==> src/rtl/cpu_pipe_pkg.sv <==
// Shared pipeline definitions: ALU-op encoding and the control-bundle types
// carried by the ID/EX, EX/MEM and MEM/WB pipeline registers.
package cpu_pipe_pkg;

    localparam int ALU_OP_W = 3;

    localparam logic [ALU_OP_W-1:0] ALU_ADD = 3'd0;
    localparam logic [ALU_OP_W-1:0] ALU_SUB = 3'd1;
    localparam logic [ALU_OP_W-1:0] ALU_AND = 3'd2;
    localparam logic [ALU_OP_W-1:0] ALU_OR  = 3'd3;
    localparam logic [ALU_OP_W-1:0] ALU_SLT = 3'd4;
    localparam logic [ALU_OP_W-1:0] ALU_NOR = 3'd5;
    localparam logic [ALU_OP_W-1:0] ALU_XOR = 3'd6;
    localparam logic [ALU_OP_W-1:0] ALU_SLL = 3'd7;

    typedef struct packed {
        logic                reg_dst;
        logic [ALU_OP_W-1:0] alu_op;
        logic                alu_src;
    } ex_ctrl_t;

    typedef struct packed {
        logic mem_read;
        logic mem_write;
    } mem_ctrl_t;

    typedef struct packed {
        logic reg_write;
        logic mem_to_reg;
    } wb_ctrl_t;

    typedef struct packed {
        ex_ctrl_t  ex;
        mem_ctrl_t mem;
        wb_ctrl_t  wb;
    } ctrl_t;

    // A bubble: no register write, no memory access.
    localparam ctrl_t CTRL_NOP = '0;

endpackage

==> src/rtl/sat_counter.sv <==
// Saturating up-counter with synchronous clear; clear beats increment.
module sat_counter #(
    parameter int W = 16
) (
    input  logic         clk,
    input  logic         reset,
    input  logic         inc,
    input  logic         clr,
    output logic [W-1:0] cnt
);

    logic [W-1:0] cnt_q;
    logic [W-1:0] cnt_d;

    // Next count: clear, else step unless already at all-ones.
    always_comb begin
        cnt_d = cnt_q;
        if (clr) begin
            cnt_d = '0;
        end else if (inc && (cnt_q != {W{1'b1}})) begin
            cnt_d = cnt_q + {{(W-1){1'b0}}, 1'b1};
        end
    end

    // Counter register.
    always_ff @(posedge clk or posedge reset) begin
        if (reset) begin
            cnt_q <= '0;
        end else begin
            cnt_q <= cnt_d;
        end
    end

    assign cnt = cnt_q;

endmodule

==> src/rtl/id_ex_pipe_reg.sv <==
// ID/EX pipeline register with valid/ready stall handshake, flush-to-bubble,
// pre-resolved destination register and stall/bubble performance counters.
module id_ex_pipe_reg
    import cpu_pipe_pkg::*;
#(
    parameter int DATA_W   = 32,
    parameter int REG_W    = 5,
    parameter int ALU_OP_W = 3,
    parameter int CNT_W    = 16
) (
    input  logic                clk,
    input  logic                reset,
    input  logic                flush,
    input  logic                cnt_clear,

    input  logic                in_valid,
    output logic                in_ready,
    input  logic                reg_dst_in,
    input  logic                alu_src_in,
    input  logic                mem_read_in,
    input  logic                mem_write_in,
    input  logic                reg_write_in,
    input  logic                mem_to_reg_in,
    input  logic [ALU_OP_W-1:0] alu_op_in,
    input  logic [DATA_W-1:0]   rs_data_in,
    input  logic [DATA_W-1:0]   rt_data_in,
    input  logic [DATA_W-1:0]   imm_in,
    input  logic [REG_W-1:0]    rs_in,
    input  logic [REG_W-1:0]    rt_in,
    input  logic [REG_W-1:0]    rd_in,

    output logic                out_valid,
    input  logic                out_ready,
    output logic                reg_dst,
    output logic                alu_src,
    output logic                mem_read,
    output logic                mem_write,
    output logic                reg_write,
    output logic                mem_to_reg,
    output logic [ALU_OP_W-1:0] alu_op,
    output logic [DATA_W-1:0]   rs_data,
    output logic [DATA_W-1:0]   rt_data,
    output logic [DATA_W-1:0]   imm,
    output logic [REG_W-1:0]    rs,
    output logic [REG_W-1:0]    rt,
    output logic [REG_W-1:0]    rd,
    output logic [REG_W-1:0]    dest,

    output logic [CNT_W-1:0]    stall_cnt,
    output logic [CNT_W-1:0]    bubble_cnt
);

    logic                out_valid_q,  out_valid_d;
    logic                reg_dst_q,    reg_dst_d;
    logic                alu_src_q,    alu_src_d;
    logic [ALU_OP_W-1:0] alu_op_q,     alu_op_d;
    mem_ctrl_t           mem_q,        mem_d;
    wb_ctrl_t            wb_q,         wb_d;
    logic [DATA_W-1:0]   rs_data_q,    rs_data_d;
    logic [DATA_W-1:0]   rt_data_q,    rt_data_d;
    logic [DATA_W-1:0]   imm_q,        imm_d;
    logic [REG_W-1:0]    rs_q,         rs_d;
    logic [REG_W-1:0]    rt_q,         rt_d;
    logic [REG_W-1:0]    rd_q,         rd_d;
    logic [REG_W-1:0]    dest_q,       dest_d;

    logic load;
    logic bubble;
    logic stall_inc;
    logic bubble_inc;

    // Ready is independent of flush so decode never sees a flush-driven
    // combinational path back through this stage.
    assign in_ready = !out_valid_q || out_ready;
    assign load     = in_ready && in_valid;
    assign bubble   = in_ready && !in_valid;

    assign stall_inc  = out_valid_q && !out_ready && !flush;
    assign bubble_inc = flush || (bubble && out_valid_q);

    // Next-state for the pipeline fields: flush > load > bubble > hold.
    // Killing an instruction only clears control; data/address fields keep
    // their old values since nothing downstream uses them without valid.
    always_comb begin
        out_valid_d = out_valid_q;
        reg_dst_d   = reg_dst_q;
        alu_src_d   = alu_src_q;
        alu_op_d    = alu_op_q;
        mem_d       = mem_q;
        wb_d        = wb_q;
        rs_data_d   = rs_data_q;
        rt_data_d   = rt_data_q;
        imm_d       = imm_q;
        rs_d        = rs_q;
        rt_d        = rt_q;
        rd_d        = rd_q;
        dest_d      = dest_q;

        if (flush || bubble) begin
            out_valid_d = 1'b0;
            reg_dst_d   = CTRL_NOP.ex.reg_dst;
            alu_src_d   = CTRL_NOP.ex.alu_src;
            alu_op_d    = '0;
            mem_d       = CTRL_NOP.mem;
            wb_d        = CTRL_NOP.wb;
        end else if (load) begin
            out_valid_d    = 1'b1;
            reg_dst_d      = reg_dst_in;
            alu_src_d      = alu_src_in;
            alu_op_d       = alu_op_in;
            mem_d.mem_read = mem_read_in;
            mem_d.mem_write = mem_write_in;
            wb_d.reg_write  = reg_write_in;
            wb_d.mem_to_reg = mem_to_reg_in;
            rs_data_d      = rs_data_in;
            rt_data_d      = rt_data_in;
            imm_d          = imm_in;
            rs_d           = rs_in;
            rt_d           = rt_in;
            rd_d           = rd_in;
            dest_d         = reg_dst_in ? rd_in : rt_in;
        end
    end

    // Pipeline register bank.
    always_ff @(posedge clk or posedge reset) begin
        if (reset) begin
            out_valid_q <= 1'b0;
            reg_dst_q   <= 1'b0;
            alu_src_q   <= 1'b0;
            alu_op_q    <= '0;
            mem_q       <= CTRL_NOP.mem;
            wb_q        <= CTRL_NOP.wb;
            rs_data_q   <= '0;
            rt_data_q   <= '0;
            imm_q       <= '0;
            rs_q        <= '0;
            rt_q        <= '0;
            rd_q        <= '0;
            dest_q      <= '0;
        end else begin
            out_valid_q <= out_valid_d;
            reg_dst_q   <= reg_dst_d;
            alu_src_q   <= alu_src_d;
            alu_op_q    <= alu_op_d;
            mem_q       <= mem_d;
            wb_q        <= wb_d;
            rs_data_q   <= rs_data_d;
            rt_data_q   <= rt_data_d;
            imm_q       <= imm_d;
            rs_q        <= rs_d;
            rt_q        <= rt_d;
            rd_q        <= rd_d;
            dest_q      <= dest_d;
        end
    end

    sat_counter #(.W(CNT_W)) u_stall_cnt (
        .clk   (clk),
        .reset (reset),
        .inc   (stall_inc),
        .clr   (cnt_clear),
        .cnt   (stall_cnt)
    );

    sat_counter #(.W(CNT_W)) u_bubble_cnt (
        .clk   (clk),
        .reset (reset),
        .inc   (bubble_inc),
        .clr   (cnt_clear),
        .cnt   (bubble_cnt)
    );

    assign out_valid  = out_valid_q;
    assign reg_dst    = reg_dst_q;
    assign alu_src    = alu_src_q;
    assign alu_op     = alu_op_q;
    assign mem_read   = mem_q.mem_read;
    assign mem_write  = mem_q.mem_write;
    assign reg_write  = wb_q.reg_write;
    assign mem_to_reg = wb_q.mem_to_reg;
    assign rs_data    = rs_data_q;
    assign rt_data    = rt_data_q;
    assign imm        = imm_q;
    assign rs         = rs_q;
    assign rt         = rt_q;
    assign rd         = rd_q;
    assign dest       = dest_q;

endmodule

==> config.mk <==
export PLATFORM = sky130hd
export DESIGN_NAME = id_ex_pipe_reg
export DESIGN_NICKNAME = d
export VERILOG_FILES = /design/src/rtl/cpu_pipe_pkg.sv /design/src/rtl/sat_counter.sv /design/src/rtl/id_ex_pipe_reg.sv
export SDC_FILE = /design/constraint.sdc
export NUM_CORES = 1
export LEC_CHECK = 0
export ABC_AREA = 1
export BUFFER_PORTS_ARGS = -buffer_cell sky130_fd_sc_hd__clkbuf_2
export CAP_MARGIN = 10
export CORE_ASPECT_RATIO = 0.75
export CORE_MARGIN = 5
export CORE_UTILIZATION = 31
export CTS_CLUSTER_SIZE = 30
export DETAILED_ROUTE_END_ITERATION = 16
export PLACE_DENSITY = 0.65
export SLEW_MARGIN = 5
export SYNTH_ARGS = -nofsm -noshare
export SYNTH_HDL_FRONTEND = slang
export SYNTH_SLANG_ARGS = --single-unit
==> constraint.sdc <==
create_clock -name clk -period 5.15 [get_ports clk]
set_input_delay 0.7725 -clock clk [delete_from_list [all_inputs] [get_ports clk]]
set_output_delay 0.7725 -clock clk [all_outputs]
set_load 0.1 [all_outputs]
Word level (Yosys, flattened, before mapping)
Cells that the tools add are included.
{"block": "totals", "reg_bits": 158, "in_bits": 126, "output_inout_bits": 159, "word_cells": 57}
{"block": "classes", "addsub": 2, "n_eq_ne": 2, "n_mux": 17, "bitwise_logic": 1, "reduce_logical": 18}
{"operator": "16-bit 2-to-1 mux", "count": 4}
{"operator": "16-bit by 1-bit adder with 16-bit output (second input constant)", "count": 2}
{"operator": "16-bit inequality test (second input constant)", "count": 2}
{"operator": "2-bit 2-to-1 mux", "count": 4}
{"operator": "1-bit logical AND", "count": 7}
{"operator": "1-bit 2-to-1 mux", "count": 6}
{"operator": "3-bit 2-to-1 mux", "count": 2}
{"operator": "2-bit nonzero test", "count": 3}
{"operator": "5-bit 2-to-1 mux", "count": 1}
{"operator": "1-bit zero test", "count": 4}
{"operator": "1-bit logical OR", "count": 3}
{"operator": "2-bit AND reduction", "count": 1}
{"operator": "1-bit inverter", "count": 1}

Longest topological paths before layout
Gate-level depths: netlist (run 1).
{"block": "logic_depth", "word_depth": 8, "ltp_mapped": 10, "ltp_nobuf": 9}

Modules after synthesis
A second synthesis (run 1) with hierarchy kept.
{"block": "unflattened", "cells_unflattened": 887, "hier_area_um2": 7210.7}
{"module": "id_ex_pipe_reg", "instances": 1, "cells_each": 569, "area_each_um2": 5043.6, "seq_area_each_um2": 3153.0}
{"module": "sat_counter", "instances": 2, "cells_each": 159, "area_each_um2": 1083.5, "seq_area_each_um2": 400.4}

Least setup slack after synthesis (run 1)
Ideal clock, no wire load.
{"block": "synth_timing", "kind": "register to register", "startpoint": "register out_valid_q, in the netlist out_valid", "endpoint": "register imm_q[0], in the netlist imm[0]", "setup_ns": 0.120, "arrival_ns": 2.764, "t_required_ns": 5.030, "path_slack_ns": 2.266, "path_stages_with_launch": 8, "path_buffers": 2, "period_less_slack_ns": 2.884, "path_cell_list": "dfrtp_1 -> nand2_1 -> nand2_1 -> inv_2 -> buf_2 -> buf_2 -> nand2_1 -> nand2_1"}
{"block": "synth_via", "elab_chain_len": 6, "word_cells_on_any_way": 7, "cone_classes": "1 x bitwise; 6 x reduce/logical"}
{"item": "start: declaration", "line": "id_ex_pipe_reg.sv:53", "source": "logic out_valid_q, out_valid_d;"}
{"item": "start signal: assignment", "line": "id_ex_pipe_reg.sv:142", "source": "out_valid_q <= out_valid_d;"}
{"item": "1-bit zero test *", "line": "id_ex_pipe_reg.sv:74", "source": "assign in_ready = !out_valid_q || out_ready;"}
{"item": "1-bit logical OR *", "line": "id_ex_pipe_reg.sv:74"}
{"item": "via in_ready", "line": "id_ex_pipe_reg.sv:17", "source": "output logic in_ready,"}
{"item": "1-bit logical AND", "line": "id_ex_pipe_reg.sv:76", "source": "assign bubble = in_ready && !in_valid;"}
{"item": "1-bit logical OR", "line": "id_ex_pipe_reg.sv:99", "source": "if (flush || bubble) begin"}
{"item": "1-bit inverter (no line)"}
{"item": "2-bit AND reduction (no line) *"}
{"item": "end signal: assignment", "line": "id_ex_pipe_reg.sv:150", "source": "imm_q <= imm_d;"}
{"item": "end: declaration", "line": "id_ex_pipe_reg.sv:61", "source": "logic [DATA_W-1:0] imm_q, imm_d;"}
Mark *: on every way through the listed nets, which the timed path passes. The rest lies on a longest branch.
A chain may end at the register's enable or synchronous reset.

Final worst setup path (run 1)
{"block": "layout_timing", "startpoint": "input flush", "endpoint": "register dest_q[0], in the netlist dest[0]"}
{"block": "layout_via", "elab_chain_len": 3}
{"item": "start: declaration", "line": "id_ex_pipe_reg.sv:13", "source": "input logic flush,"}
{"item": "1-bit logical OR", "line": "id_ex_pipe_reg.sv:99"}
{"item": "1-bit inverter (no line)"}
{"item": "2-bit AND reduction (no line)"}
{"item": "end signal: assignment", "line": "id_ex_pipe_reg.sv:154", "source": "dest_q <= dest_d;"}
{"item": "end: declaration", "line": "id_ex_pipe_reg.sv:65", "source": "logic [REG_W-1:0] dest_q, dest_d;"}
No other way between the ends.

==> summary.md, run 1 <==
For the initial detailed-routing violation count, the log shows 325. The most common cell after layout, fill and taps aside is nand2_1. The synthesized netlist devotes 32.5% of its cell area to simple gates. The final net count was 1223; the final clock period utilization by the worst path was 51.7%.

The number of buffers inserted to repair setup after CTS was 0; the clock-pin transition on the worst setup and hold timing paths was 0.07 ns. The tools report the number of max-slew violations in the final report as 0. The setup check on the worst reg-to-reg path leaves a slack of 2.64 ns. Detailed routing inserted a total of 6254 vias. For the final setup TNS, the log shows 0 ns. The data required time of the worst path was 5.49 ns. Power spread over the standard cell area amounts to 472 mW/mm^2. Net switching is 45.8% of the power. After detailed routing, the average wire length per cell comes to 14.3 um. Each instance of the synthesized netlist takes up on average 8.32 um^2. For this configuration, the core starts out at a cell density of 31.2%. TritonCTS built the clock tree.

In the global route stage, met2 resource usage came out at 24.8%. Register share of total power: 34.2%. When the netlist entered floorplanning its net count stood at 946. Relative to the synthesized area, the layout overhead comes to 33.6%.

In the global route stage, met3 resource usage came out at 6.36%. Traced cell by cell, the critical path runs through clkbuf_2 > nor2_1 > nand2_4 > inv_4 > buf_4 > nor2_1 > a21oi_1. The endpoint arrival time on the critical path is 3.00 ns. The proportion of synthesized area in mux cells is 0.147%. Registers take 0.00395 mm^2. The HPWL after detailed placement is 14700 um.

The multi-input combinational cells in the finished layout cover a total of 0.00258 mm^2. The clock network is responsible for 30.7% of the overall power. Cts-stage hold buffer count: 0. The post-place setup slack came out at 2.02 ns. The layer with the highest usage was met2.

The placement row count came out at 47. The XOR/XNOR share of the synthesized area works out to 1.29%. The met1 routing resource usage after global routing is 20.6%. The library cells used most frequently in the layout, excluding fill and tap cells, are nand2_1 (456), clkbuf_2 (284), dfrtp_1 (158). The first TritonRoute pass finished after 5 iterations. Summing every instance area after synthesis gives 0.00681 mm^2. The final critical path time including I/O delays and setup is 2.66 ns, and the final clock skew is 0.0178 ns. Number of standard cells after synthesis: 818. The total DRC errors in the routed layout is 0, and the insertion delay of the later-clocked pin in the worst-skew pair is 0.42 ns. The buffer levels on the longest clock path is 2.

The TritonCTS sink count is 158. Setup repair after global routing left no endpoint under its margin. STA classifies the critical path endpoint as a flip-flop.

The cell sitting at the root of the clock tree is a clkbuf_16. The logs give 2330 uW for the internal power and 0 for the leftover overflow at the end of global routing. Per report_power, the combinational group accounts for 35.1% of the total.

Summing the areas of all fa, ha and maj instances in the mapped netlist gives 0.368% of the synthesized area. In this run the critical register-to-register path is captured at dest[0]. Summing the areas of all compound-gate instances in the mapped netlist gives 3.57% of the synthesized area. In this run the tightest slew margin relative to its limit is 41.1%. Leakage power summed over all cells: 0.00518 uW. The tools report the via count of the first global-routing pass as 6289.

The number of violations of the max-capacitance limit is 0. After layout, the worst setup slack is 2.49 ns. The filler cells instantiated in the layout total 2209. The worst-case IR drop observed on VDD is 0.000233 V.

Global routing used 15.9% of the available tracks. The wire length of the first global-routing pass was 32700 um. During placement, the flow inserted port buffers numbering 284.

At the pin with the least slew margin, the transition time is 0.884 ns. The initial antenna violation count came out at 0. The logs give 17 for the number of buffers created by CTS and 89 for the maximum number of pins on one net before global-route repair.

Setup violations remaining at the end of the flow were counted as 0. STA classifies the critical path startpoint as an input pin. After floorplanning, the core was sized to cover 0.0218 mm^2. After detailed routing, the number of vias per cell comes to 4.46. The tools report the warning count from the yosys run as 0.

Measured in cells, the most critical reg-to-reg path has a length of 6. Worst hold-check path type: in -> async. The portion of the post-synthesis area used by sequential elements was 58.1%. After detailed routing, the total wire length is 20100 um.

The share of layout cells above drive strength 1 was 31.0%. The highest net fanout along the worst path works out to 88. Pin placement for this block handled 285 I/O pins. CTS built an H-tree with a depth of 4. The number of cells upsized or downsized after cts is 0. The startpoint identified for the worst register-to-register timing path is out_valid.

Static timing analysis puts the maximum clock frequency at 376 MHz. After synthesis, the largest family of logic cells by area is simple AND/OR/NAND/NOR gates. The horizontal extent of the die works out to 181 um. The final antenna diode count was 0. The tools report the count of endpoints failing hold in the final timing report as 0. Slowest cell on the critical path: inv_4. The die is 138 um tall. The largest single stage delay on the critical path is 0.78 ns. The tools report the die area as 0.0250 mm^2.

The number of distinct library cells after synthesis is 29, and the routability-driven placement congestion ratio is 0.848. Post-detailed-route count of antenna-violating nets: 0. The synthesized design contains 158 register bits.

The run finished with clean final reports. Type of the setup path with the least slack: in -> reg. By instance count, the cell type seen most on the critical path is nor2_1. Summed over all nets, the switching power comes to 1960 uW.
==> cell families after synthesis <==
logic type               Yosys count
XOR/XNOR                          10
AND/OR/NAND/NOR                  550
multiplexers                       1
buffers and inverters             61
AO/OA/AOI/OAI                     36
adder cells (fa/ha/maj)            2
flip-flops                       158
==> power by group through the flow <==
stage / sequential, uW / clock [uW] / combinational (uW)
floorplan: 2530 / 0 / 190
global placement: 1490 / 0 / 1510
detailed placement: 1490 / 0 / 1520
CTS: 1470 / 1360 / 1520
global route: 1490 / 1420 / 1570
finish: 1470 / 1320 / 1510
==> per-stage QoR <==
stage | utilization (%) | hold WS (ns) | instance area, um^2 | power [uW] | instances
finish | 41.7 | 0.440 | 9090 | 4290 | 1402
CTS | 41.7 | 0.481 | 9090 | 4350 | 1402
detailed placement | 38.9 | 0.465 | 8480 | 3010 | 1370
floorplan | - | 0.882 | 6810 | 2720 | 818
global route | 41.7 | 0.498 | 9090 | 4480 | 1402
global placement | 38.9 | 0.462 | 8480 | 3000 | 1370
==> metal layers <==
layer / wire length, um / share of wire [%] / vias to the layer above
met4: 259 / 1.3 / 0
met1: 9030 / 45 / 2908
met2: 8930 / 44 / 228
li1: - / - / 3099
met5: 0 / 0 / -
met3: 1870 / 9.3 / 19
==> cells in the mapped netlist <==
| cell | number | area, um^2 |
|---|---|---|
| o21bai_1 | 4 | 30.0 |
| inv_2 | 3 | 11.3 |
| a22o_1 | 8 | 70.1 |
| buf_6 | 1 | 11.3 |
| nand3_1 | 18 | 90.1 |
| xnor2_1 | 1 | 8.76 |
| xor2_1 | 9 | 78.8 |
| a21oi_1 | 8 | 40.0 |
| nand4_1 | 18 | 113 |
| mux2i_1 | 1 | 10.0 |
| ha_1 | 2 | 25.0 |
| o21ai_0 | 10 | 50.1 |
| clkinv_2 | 1 | 5.00 |
| inv_1 | 26 | 97.6 |
| nor3_1 | 1 | 5.00 |
| inv_6 | 1 | 8.76 |
| o21ai_1 | 4 | 20.0 |
| nand2_2 | 2 | 12.5 |
| nor2_2 | 3 | 18.8 |
| buf_12 | 1 | 20.0 |
| dfrtp_1 | 158 | 3950 |
| clkbuf_1 | 13 | 48.8 |
| nand2_4 | 4 | 45.0 |
| nand2_1 | 457 | 1720 |
| nor2_4 | 4 | 45.0 |
| o21ai_4 | 2 | 32.5 |
| buf_2 | 15 | 75.1 |
| or2_2 | 1 | 6.26 |
| nor2_1 | 42 | 158 |
==> worst max-delay path, delay by kind of cell <==
kind                   cells  cell delay [ns]
AOI/OAI and AO/OA          1             0.13
buffers and inverters      3             1.37
and+or+nand+nor            3             0.67
==> area by class of cell <==
cell class / count / area share (%)
tap: 294 / 4.05
multi-input combinational: 599 / 28.4
clock buffer: 18 / 4.83
timing repair buffer: 288 / 16.0
clock inverter: 14 / 1.87
inverter: 31 / 1.43
sequential: 158 / 43.5
==> how the worst max path moves through the flow <==
stage | start | end | slack (ns) | depth (start not counted)
global placement | flush | dest[0] | 2.07 | 7
floorplan | reset | alu_op[0] | 0.11 | 1
global route | flush | dest[0] | 2.22 | 7
finish | flush | dest[0] | 2.49 | 7
CTS | flush | dest[0] | 2.47 | 7
detailed placement | flush | dest[0] | 2.02 | 7
Note: power is estimated with default switching activity, not from simulation.
==> run 2, diff against run 1 <==
- PLACE_DENSITY: 0.65 -> 0.63
- clock period: 5.15 -> 2.7 ns (I/O delays scaled with it)
==> summary.md, run 2 (synthesis gave the netlist of run 1 again) <==
The run gives 1372 (+0.15%) as the number of instances in the placed design. The tools report the leakage power summed over all cells as 0.00519 uW (+0.11%). The detailed-route wire length was 20700 um (+2.8%); the horizontal extent of the die was 181 um (unchanged). From synthesis to final layout, the design area changed by 34.1%.

The critical path is of the reg -> out type. The tools report the leftover overflow at the end of global routing as 0 (unchanged). The run finished with clean final reports. The tools report the die area as 0.0250 mm^2 (unchanged). The worst hold-check path type was in -> reg. The buffer levels on the longest clock path was 2 (unchanged); the largest incremental delay on the critical path was 0.48 ns (-0.30 ns). The power per cell area came out at 887 mW/mm^2 (+88%). The launching instance or port of the critical path was out_valid.

The run gives 0 (unchanged) as the initial antenna violation count. Wire length of the first global-routing pass: 33600 um (+2.9%). Dominant delay contributor by cell family on the critical path: buffers and inverters. The layout filler cell count was 2220 (+0.50%); the data required time of the worst path was 2.30 ns (-3.19 ns). Worst flop-to-flop path startpoint: u_bubble_cnt.cnt[0].

Placement row count: 47 (unchanged). The routability-driven placement congestion ratio was 0.861 (+1.6%); the count of non-filler cells in the finished layout was 1405 (+0.21%). The maximum number of pins on one net before global-route repair is 117 (+31%), and the count of buffer and inverter cells on the critical path is 1 (-2). The height of the die is 138 um (unchanged), and the detailed-router iteration count before antenna repair is 4 (-1).

Share of layout cells above drive strength 1: 31.1% (+0.19 points). Timing would allow up to 546 MHz. TritonCTS built the clock tree. The count of buffers inserted at the top-level ports came out at 284 (unchanged).

The launching element type of the critical path was a flip-flop. The depth of the worst register-to-register path was 9 (+3); the insertion delay of the later-clocked pin in the worst-skew pair was 0.42 ns (about the same). The number of buffers created by CTS was 17 (unchanged).

The initial detailed-routing violation count is 290 (-11%). The average wire length per cell after detail routing was 14.7 um (+2.6%); the path length in cells of the critical path was 2 (-5). Area of the core: 0.0218 mm^2 (unchanged).

Final antenna diode count: 0 (unchanged). Final HPWL from detailed placement: 14900 um (+1.3%). The logs give 0 (unchanged) for the number of violations of the max-capacitance limit and 1.43 ns (-1.57 ns) for the endpoint arrival time on the critical path. Slowest cell on the critical path: clkbuf_2. Via count of the first global-routing pass: 6248 (-0.65%). The overall global routing resource usage was 16.4% (+0.50 points). Of the available clock period, the critical path in the final layout requires 67.8%. The final clock skew is 0.00849 ns (-0.00926 ns). Setup repair after global routing left no endpoint under its margin. The vias per cell was 4.45 (-0.15%). The final net count is 1226 (+0.25%), and the setup-violating endpoint count in the final report is 0 (unchanged). The count of endpoints failing hold in the final timing report was 0 (unchanged); the clock-pin transition on the worst setup and hold timing paths was 0.07 ns (about the same).

The final core utilization is 41.8% (+0.15 points), and the final critical path time including I/O delays and setup is 1.83 ns. TritonCTS sink count: 158 (unchanged). The run gives 0.93 ns (-1.71 ns) as the register-to-register setup slack. The worst setup path is captured at an output port. Walking the worst path, the cells encountered are nand2_2 > clkbuf_2. The top-level I/O count is 285 (unchanged), and the maximum vdd drop is 0.000494 V (+110%). The tools report the worst hold slack across all endpoints as 0.176 ns (-0.264 ns). CTS H-tree depth: 4 (unchanged).

The remaining max-slew budget at the tightest pin was 52.0% (+11 points). The post-detailed-route count of antenna-violating nets came out at 0 (unchanged). The end point of the critical path was in_ready. In the layout the commonest cells are nand2_1 (455), clkbuf_2 (284), dfrtp_1 (158).

Leaving out fill and tap cells, the most frequent cell in the layout is nand2_1. The number of max-slew violations in the final report was 0 (unchanged); the final setup TNS was 0 ns (unchanged). Total DRC errors in the routed layout: 0 (unchanged). Sequential standard cell area: 0.00395 mm^2 (unchanged). The tree is rooted in a clkbuf_16.

The area occupied by multi-input gates is 0.00258 mm^2 (about the same). The total number of vias was 6258 (+0.064%); the initial core utilization was 31.2% (unchanged). The slew at the pin with the worst max-slew slack came out at 0.721 ns (-0.163 ns). The endpoint of the most critical register-to-register path was u_bubble_cnt.cnt[14]. The highest net fanout along the worst path was 3 (-97%).
-- run 2: per-stage QoR --
stage / cell area (um^2) / setup WS (ns) / total power [uW]
4_1_cts: 9130 / 0.841 / 8220
3_5_place_dp: 8530 / 0.890 / 5740
5_1_grt: 9130 / 0.797 / 8470
3_3_place_gp: 8530 / 0.918 / 5730
6_report: 9130 / 0.870 / 8100
2_1_floorplan: 6810 / 0.184 / 5190
-- run 2: report_power, final --
part           internal (uW)  leakage, uW  total, uW  switching [uW]
clock                   1320     0.000285       2410            1090
combinational            380      0.00289       2890            2510
sequential              2640      0.00201       2800             159
total                   4340      0.00519       8100            3760
-- run 2: area by class of cell --
class,instances,share of cell area (%)
clock buffer,17,4.66
clock inverter,15,1.81
inverter,31,1.41
multi-input combinational,599,28.3
sequential,158,43.3
tap,294,4.03
timing repair buffer,291,16.5
-- run 2: tightest hold or removal path, stage by stage --
cell	delay, ns
clkbuf_2	0.07
nand2_1	0.04
nand2_1	0.04
-- run 2: timing repair --
item / 4_1_cts / 5_1_grt
hold buffers: 1 / 0
setup buffers: 0 / 0
hold endpoints to repair: 9 / 0
resized for setup: 0 / 0
-- run 2: layer usage --
metal	global-route usage, %	part of all wire [%]	vias to the layer above
li1	-	-	3093
met1	22.2	46	2930
met2	25.0	44	222
met3	6.64	9.3	13
met4	3.36	0.92	0
met5	0	0	-
-- run 2: worst min path at each step --
stage | startpoint | endpoint | slack (ns) | depth (start not counted)
after floorplan | imm_in[0] | imm[0] | 0.51 | 2
after global placement | reset | rt_data[3] | 0.35 | 2
after detailed placement | reset | rt_data[3] | 0.36 | 2
after CTS | rs_data_in[21] | rs_data[21] | 0.15 | 3
after global routing | rs_data_in[0] | rs_data[0] | 0.15 | 3
final | rs_data_in[21] | rs_data[21] | 0.18 | 3
